File: src/rtl/fifo_lane.sv
// Single-lane circular buffer with first-word fall-through output.
// Accept decisions are made by the parent; wr and pop here are already qualified.
module fifo_lane #(
    parameter int unsigned BW        = 11,
    parameter int unsigned DEPTH     = 16,
    parameter int unsigned DEPTH_LOG = 4
) (
    input  logic          clk,
    input  logic          reset,
    input  logic          wr,
    input  logic          pop,
    input  logic [BW-1:0] in,
    output logic [BW-1:0] out,
    output logic          empty,
    output logic          full
);

    localparam logic [DEPTH_LOG:0] PTR_ONE = 1;

    logic [BW-1:0]      mem_q [DEPTH];
    logic [DEPTH_LOG:0] wr_ptr_q, wr_ptr_d;
    logic [DEPTH_LOG:0] rd_ptr_q, rd_ptr_d;

    // Next pointer values; the extra MSB is the wrap bit
    always_comb begin
        wr_ptr_d = wr_ptr_q;
        rd_ptr_d = rd_ptr_q;
        if (wr)  wr_ptr_d = wr_ptr_q + PTR_ONE;
        if (pop) rd_ptr_d = rd_ptr_q + PTR_ONE;
    end

    // Pointer registers, cleared by reset to discard buffered data
    always_ff @(posedge clk or posedge reset) begin
        if (reset) begin
            wr_ptr_q <= '0;
            rd_ptr_q <= '0;
        end else begin
            wr_ptr_q <= wr_ptr_d;
            rd_ptr_q <= rd_ptr_d;
        end
    end

    // Storage is never reset; writes during reset are suppressed
    always_ff @(posedge clk) begin
        if (wr && !reset) mem_q[wr_ptr_q[DEPTH_LOG-1:0]] <= in;
    end

    // Status and fall-through head
    always_comb begin
        empty = (rd_ptr_q == wr_ptr_q);
        full  = (rd_ptr_q[DEPTH_LOG-1:0] == wr_ptr_q[DEPTH_LOG-1:0]) &&
                (rd_ptr_q[DEPTH_LOG] != wr_ptr_q[DEPTH_LOG]);
        out   = mem_q[rd_ptr_q[DEPTH_LOG-1:0]];
    end

endmodule

File: src/rtl/ofifo_psum.sv
// Output collection FIFO for the MAC column array: one lane per column,
// popped together so the consumer always sees a row-aligned vector.
module ofifo_psum #(
    parameter int unsigned col       = 8,
    parameter int unsigned bw_psum   = 11,
    parameter int unsigned depth     = 16,
    parameter int unsigned depth_log = 4
) (
    input  logic                   clk,
    input  logic                   reset,
    input  logic [col*bw_psum-1:0] in,
    input  logic [col-1:0]         wr,
    input  logic                   rd,
    output logic [col*bw_psum-1:0] out,
    output logic                   o_valid,
    output logic                   o_full,
    output logic                   o_ready,
    output logic                   o_overflow,
    output logic                   o_underflow
);

    logic [col-1:0] empty;
    logic [col-1:0] full;
    logic [col-1:0] wr_acc;
    logic           pop;
    logic           overflow_q, overflow_d;
    logic           underflow_q, underflow_d;

    // Accept logic: a full lane still takes a write when the row pops this cycle
    always_comb begin
        o_valid = ~|empty;
        o_full  = |full;
        o_ready = ~o_full;
        pop     = rd & o_valid;
        wr_acc  = wr & (~full | {col{pop}});
    end

    for (genvar g = 0; g < col; g++) begin : g_lane
        fifo_lane #(
            .BW        (bw_psum),
            .DEPTH     (depth),
            .DEPTH_LOG (depth_log)
        ) u_lane (
            .clk   (clk),
            .reset (reset),
            .wr    (wr_acc[g]),
            .pop   (pop),
            .in    (in[g*bw_psum +: bw_psum]),
            .out   (out[g*bw_psum +: bw_psum]),
            .empty (empty[g]),
            .full  (full[g])
        );
    end

    // Sticky error flag next state
    always_comb begin
        overflow_d  = overflow_q  | (|(wr & ~wr_acc));
        underflow_d = underflow_q | (rd & ~o_valid);
    end

    // Sticky error flags, cleared only by reset
    always_ff @(posedge clk or posedge reset) begin
        if (reset) begin
            overflow_q  <= 1'b0;
            underflow_q <= 1'b0;
        end else begin
            overflow_q  <= overflow_d;
            underflow_q <= underflow_d;
        end
    end

    assign o_overflow  = overflow_q;
    assign o_underflow = underflow_q;

endmodule

File: config.mk
export PLATFORM = sky130hd
export DESIGN_NAME = ofifo_psum
export DESIGN_NICKNAME = d
export VERILOG_FILES = /design/src/rtl/fifo_lane.sv /design/src/rtl/ofifo_psum.sv
export SDC_FILE = /design/constraint.sdc
export NUM_CORES = 1
export LEC_CHECK = 0
export ABC_AREA = 0
export BUFFER_PORTS_ARGS = -buffer_cell sky130_fd_sc_hd__buf_2
export CORE_ASPECT_RATIO = 1.25
export CORE_MARGIN = 4
export CORE_UTILIZATION = 30
export DETAILED_ROUTE_END_ITERATION = 8
export PLACE_DENSITY = 0.48
export SLEW_MARGIN = 25
export SYNTH_ARGS = -nofsm -noshare
export SYNTH_HDL_FRONTEND = slang
export SYNTH_SLANG_ARGS = --single-unit
export TNS_END_PERCENT = 100
File: constraint.sdc
create_clock -name clk -period 3.95 [get_ports clk]
set_input_delay 0.395 -clock clk [delete_from_list [all_inputs] [get_ports clk]]
set_output_delay 0.395 -clock clk [all_outputs]
set_load 0.005 [all_outputs]
# Word-level counts from Yosys, hierarchy flattened
# Memory sizes are Yosys's and may differ from the RTL's.
# Index checks and enable logic that the tools add are counted.
[word_totals]
word_cells = 113
mem_bits_rw = 1408
out_inout_bits = 93
ff_bits = 82
n_memories = 8
in_bits = 99
[classes]
reduce_logical = 21
n_eq_ne = 24
bitwise_logic = 10
mux = 16
add_sub_neg = 16
[mem_list]
columns = ["name", "words", "word_bits", "rd", "rd_clocked_by_memory_dff", "write_ports", "line", "rtl"]
rows = [
  ["g_lane[0].u_lane.mem_q", 16, 11, 1, 0, 1, "fifo_lane.sv:20", "logic [BW-1:0] mem_q [DEPTH];"],
  ["g_lane[1].u_lane.mem_q", 16, 11, 1, 0, 1, "fifo_lane.sv:20", ""],
  ["g_lane[2].u_lane.mem_q", 16, 11, 1, 0, 1, "fifo_lane.sv:20", ""],
  ["g_lane[3].u_lane.mem_q", 16, 11, 1, 0, 1, "fifo_lane.sv:20", ""],
  ["g_lane[4].u_lane.mem_q", 16, 11, 1, 0, 1, "fifo_lane.sv:20", ""],
  ["g_lane[5].u_lane.mem_q", 16, 11, 1, 0, 1, "fifo_lane.sv:20", ""],
  ["2 more memories", "--", "--", "--", "--", "--", "--", ""],
]
[op_table]
columns = ["op", "count"]
rows = [
  ["$add 5x1->5 const B", 16],
  ["$eq 5x5->1", 8],
  ["$eq 4x4->1", 8],
  ["$reduce_or 8->1", 3],
  ["$and 8x8->8", 2],
  ["$logic_and 1x1->1", 16],
  ["$mux 1", 16],
  ["$not 8->8", 2],
  ["$ne 1x1->1", 8],
  ["$or 8x8->8", 1],
  ["$and 1x1->1", 2],
  ["$logic_not 1->1", 2],
  ["$or 1x1->1", 2],
  ["$not 1->1", 1],
]

# Depth between registers and ports, before layout
[logic_depth]
word_depth = 10
mapped_depth = 11
depth_no_buf = 7

# Modules after synthesis
# A second synthesis with hierarchy kept.
[hier_totals]
cells_unflattened = 2965
area_unflattened_um2 = 59962.5
[modules_own_cells]
columns = ["mod", "n_inst", "cells_per_inst", "area_each_um2", "seq_area_each_um2"]
rows = [
  ["fifo_lane (g_lane[0].u_lane ...)", 4, 366, 7467.2, 5535.3],
  ["fifo_lane (g_lane[2].u_lane ...)", 4, 368, 7457.2, 5535.3],
  ["ofifo_psum", 1, 29, 265.3, 50.0],
]

# Worst setup path after synthesis
# OpenSTA, ideal clock, no wires.
[synth_timing]
path_kind = "in2reg"
startpoint = "input reset"
endpoint = "memory g_lane[1].u_lane.mem_q[10][0], enable pin"
t_arrival_ns = 4.282
t_required_ns = 3.538
setup_slack_ns = -0.744
path_buffers = 1
stages = 4
setup_ns = 0.412
cell_sequence = "clkbuf_1 > inv_1 > nand3_1 > nor4b_1"
[synth_via]
elab_chain_cells = 4
[synth_lines]
columns = ["element", "line", "rtl"]
rows = [
  ["from (decl)", "ofifo_psum.sv:10", "input logic reset,"],
  ["$logic_not 1->1 (no source line)", "--", ""],
  ["$logic_and 1x1->1", "fifo_lane.sv:45", "if (wr && !reset) mem_q[wr_ptr_q[DEPTH_LOG-1:0]] <= in;"],
  ["$mux 1", "fifo_lane.sv:45", ""],
  ["$mux 1 (not written as such)", "fifo_lane.sv:45", ""],
  ["to (decl)", "fifo_lane.sv:20", ""],
]
# No other way between the ends.

# Final worst setup path
[layout_timing]
startpoint = "register g_lane[3].u_lane.rd_ptr_q[0]"
endpoint = "output out[42]"
[layout_via]
elab_chain_cells = 1
[layout_lines]
columns = ["element", "line", "rtl"]
rows = [
  ["from (decl)", "fifo_lane.sv:22", "logic [DEPTH_LOG:0] rd_ptr_q, rd_ptr_d;"],
  ["from (signal assigned)", "fifo_lane.sv:39", "rd_ptr_q <= rd_ptr_d;"],
  ["$mem_v2 16x11", "--", ""],
  ["to (decl)", "ofifo_psum.sv:14", "output logic [col*bw_psum-1:0] out,"],
]
# No other way between the ends.

==> metrics.md <==
| Metric | Value |
|---|---|
| Outcome | `finished, final reports clean` |
| Die X | `407 um` |
| Clk pwr share | `28.4%` |
| Sw Share | `31.9%` |
| Fin. max-slew vios | `0` |
| Syn Std Cell Area | `0.0598 mm^2` |
| Slew Limit Headroom | `37.2%` |
| Internal | `0.0339 W` |
| Post-layout util | `36.0%` |
| Core outline area | `0.197 mm^2` |
| Largest family of logic cells by synthesized area | `multiplexers` |
| PD cells | `700 mW/mm^2` |
| Post-route ant nets | `0` |
| Hold depth | `3` |
| DRC | `0` |
| Placed cells | `5,637` |
| WL/cell | `24.2 um` |
| Fin nets | `3,453` |
| Period minus WS final | `3720 ps` |
| Ports | `192` |
| First-pass GRT wire length | `216,000 um` |
| Area of the multi-input gates | `0.0151 mm^2` |
| Non-Filler Instances | `6,022` |
| Post-Place Cell Area | `0.0653 mm^2` |
| DR vias/cell | `4.86` |
| Global routing usage on met3 | `3.03%` |
| Initial antenna violation count | `15` |
| Final WL | `146,000 um` |
| Combinational share of power | `33.0%` |
| Synth Area in Adders | `0.837%` |
| Port Buf Inserts | `191` |
| Avg Synthesized Cell Area | `21.0 um^2` |
| Final Instance Area | `0.0712 mm^2` |
| RePlAce Congestion | `0.727` |
| Worst hold path class | `in2reg` |
| Worst Path Max Fanout | `44` |
| Setup Slack @ Placement | `388 ps` |
| Post-Syn Nets | `2,983` |
| Worst Reg-to-Reg Cells | `9` |
| CP arrival | `3330 ps` |
| Layout cell share with drive strength beyond 1 | `33.9%` |
| Fill count | `18,100` |
| Setup Skew | `29.5 ps` |
| CP Capture Type | `primary output` |
| Async set or reset register ratio after synthesis | `5.50%` |
| Die height | `507 um` |
| Synth Instances | `2,844` |
| Clk_lat worst skew | `780 ps` |
| CTS H-tree lvls | `4` |
| Slew at the pin closest to its max-slew limit | `936 ps` |
| Root buf cell | `clkbuf_16` |
| Total gr overflow | `0` |
| Dpl hpwl | `90,700 um` |
| Synth Area in XOR/XNOR | `1.05%` |
| Clock Pin Slew Worst Setup and Hold Paths | `60 ps` |
| # rows | `182` |
| Setup ws final | `228 ps` |
| Post-synthesis sequential area ratio | `74.1%` |
| Area grow syn2layout | `19.0%` |
| GR Util met1 | `18.5%` |
| Pre-antenna DRT Iters | `5` |
| Final period util | `94.2%` |
| CTS tree | `done` |
| Seq cells post-synth | `1,490` |
| Crit start category | `register` |
| Part of the power in registers | `38.6%` |
| Gr busiest metal | `met2` |
| RSZ-0062 raised after global routing | `no` |
| Clk sinks | `1,490` |
| Psw | `0.0159 W` |
| Met2 usage | `23.7%` |
| Max clock buf depth | `3` |
| Worst vdd ir | `0.609 mV` |
| Setup CP Type | `reg2out` |
| Number of global-route vias before repair | `31,000` |
| Final Hold Fails | `0` |
| WP data required | `3560 ps` |
| Synthesis Warnings | `0` |
| Vias | `29,300` |
| Largest net degree at the start of global routing | `62` |
| Number of synthesized flops with an enable pin | `1,408` |
| Leakage | `22.9 nW` |
| Die area | `0.207 mm^2` |
| CTS buffer count | `155` |
| Setup TNS | `0 ps` |
| Count of different cell masters after synthesis | `54` |
| Synth Area in Simple Gates | `4.63%` |
| Top FF cell, synth | `edfxtp_1` |
| Final setup fails | `0` |
| Initial Utilization | `30.3%` |
| Register area | `0.0444 mm^2` |
| Synth Area in Compound Gates | `1.18%` |
| GRT Total Usage | `14.0%` |
| Max-cap viol count | `0` |
| Mux cell area share after synthesis | `16.7%` |
| Max Clk Rate | `269 MHz` |
| 1st-iter DRT viols | `1,967` |
==> worst paths after layout <==
check                                                         start                                        to  slack (ps)
max                        g_lane[3].u_lane.rd_ptr_q[0]$_DFFE_PP0P_                                   out[42]         230
max reg2reg                g_lane[5].u_lane.wr_ptr_q[0]$_DFFE_PP0P_  g_lane[1].u_lane.mem_q[11][10]$_DFFE_PP_         550
min                                                           wr[0]  g_lane[0].u_lane.wr_ptr_q[1]$_DFFE_PP0P_         120
min in group asynchronous                                     reset  g_lane[1].u_lane.wr_ptr_q[4]$_DFFE_PP0P_         320
min reg2reg                                    o_overflow$_DFF_PP0_                      o_overflow$_DFF_PP0_         450
max in group asynchronous                                     reset  g_lane[0].u_lane.rd_ptr_q[0]$_DFFE_PP0P_        2540
==> power groups by stage <==
stage / registers, W / clock network [W] / logic [W]
finish: 0.0192 / 0.0142 / 0.0164
global route: 0.0194 / 0.0153 / 0.0179
CTS: 0.0192 / 0.0147 / 0.0171
detailed placement: 0.0196 / 0 / 0.0169
global placement: 0.0195 / 0 / 0.0169
floorplan: 0.0193 / 0 / 0.0108
==> synth_stat cells (all sizes together) (21+ instances only) <==
master  instances  area (um^2)
nand2          89          342
nor3           38          200
clkbuf        115          432
xnor2          24          210
a311oi         29          254
dfrtp          82         2050
or4            21          158
ha             40          500
nor2b          21          131
xor2           48          420
edfxtp       1408        42300
nand4          27          169
nor4           27          169
nor2           85          319
buf            68          328
nand3          86          430
mux4          440         9910
nor3b          30          225
inv            24         95.1
==> layout by cell type, fill, tap and decap left out, drive strengths merged, types with 3 or more instances in the layout <==
master       count
and4            12
and3            18
nand2           89
nor3b           30
diode            7
bufinv           9
o21ai            6
nor4b           15
nor4bb          12
mux4           440
xor2            48
nor2            85
dlygate4sd3     96
ha              40
a31oi            6
clkinv          63
inv             29
xnor2           24
buf            400
o211ai          11
clkbuf         196
or4             21
and2             4
nor2b           21
nand2b           3
dfrtp           82
nand4           27
a311o            5
nand4b           8
mux2             8
a311oi          29
nor3            38
nor4            27
a21boi          18
nand3           86
clkinvlp         9
edfxtp        1408
==> registers in the layout, summed over array words and instances, names as in the netlist <==
name and flops:
o_overflow 1, o_underflow 1, g_lane.u_lane.rd_ptr_q 40, g_lane.u_lane.mem_q 1408
g_lane.u_lane.wr_ptr_q 40
==> per-stage QoR <==
step	total power (W)	hold WS (ps)
global route	0.0526	67.2
global placement	0.0364	442
CTS	0.0510	4.89
finish	0.0498	124
floorplan	0.0301	451
detailed placement	0.0365	444
==> worst max-delay path, stage by stage, from the launching register on <==
cell and delay [ps]:
dfrtp_4 440, buf_4 710, mux4_2 660, mux4_2 520, buf_2 160
==> cells by family after synthesis <==
| family | count (synthesis) |
|---|---|
| DFF | 1490 |
| and+or+nand+nor | 500 |
| muxes | 448 |
| buffers and inverters | 207 |
| AOI/OAI and AO/OA | 87 |
| xor gates and xnor gates | 72 |
| adders and majority gates | 40 |
==> metal layers <==
layer	up-vias	wire, um
met3	198	6850
met5	-	80
met1	15600	62500
met4	12	2940
li1	12900	-
met2	598	73200
==> cell type report <==
cell class                      count  area share [%]
Multi-Input combinational cell   1147            21.2
Antenna cell                        7          0.0246
Tap cell                         2576            4.53
Timing Repair Buffer              496            4.95
Inverter                           24           0.139
Sequential cell                  1490            62.3
Clock inverter                     86            1.04
Clock buffer                      196            5.83
==> timing repair <==
action / CTS / global route
resized for setup: 1 / 2
endpoints found under the hold margin: 1415 / 0
hold buffers: 96 / 0
setup endpoints to repair: 10 / 3
buffers inserted: 0 / 0
(Power assumes the default switching activity.)
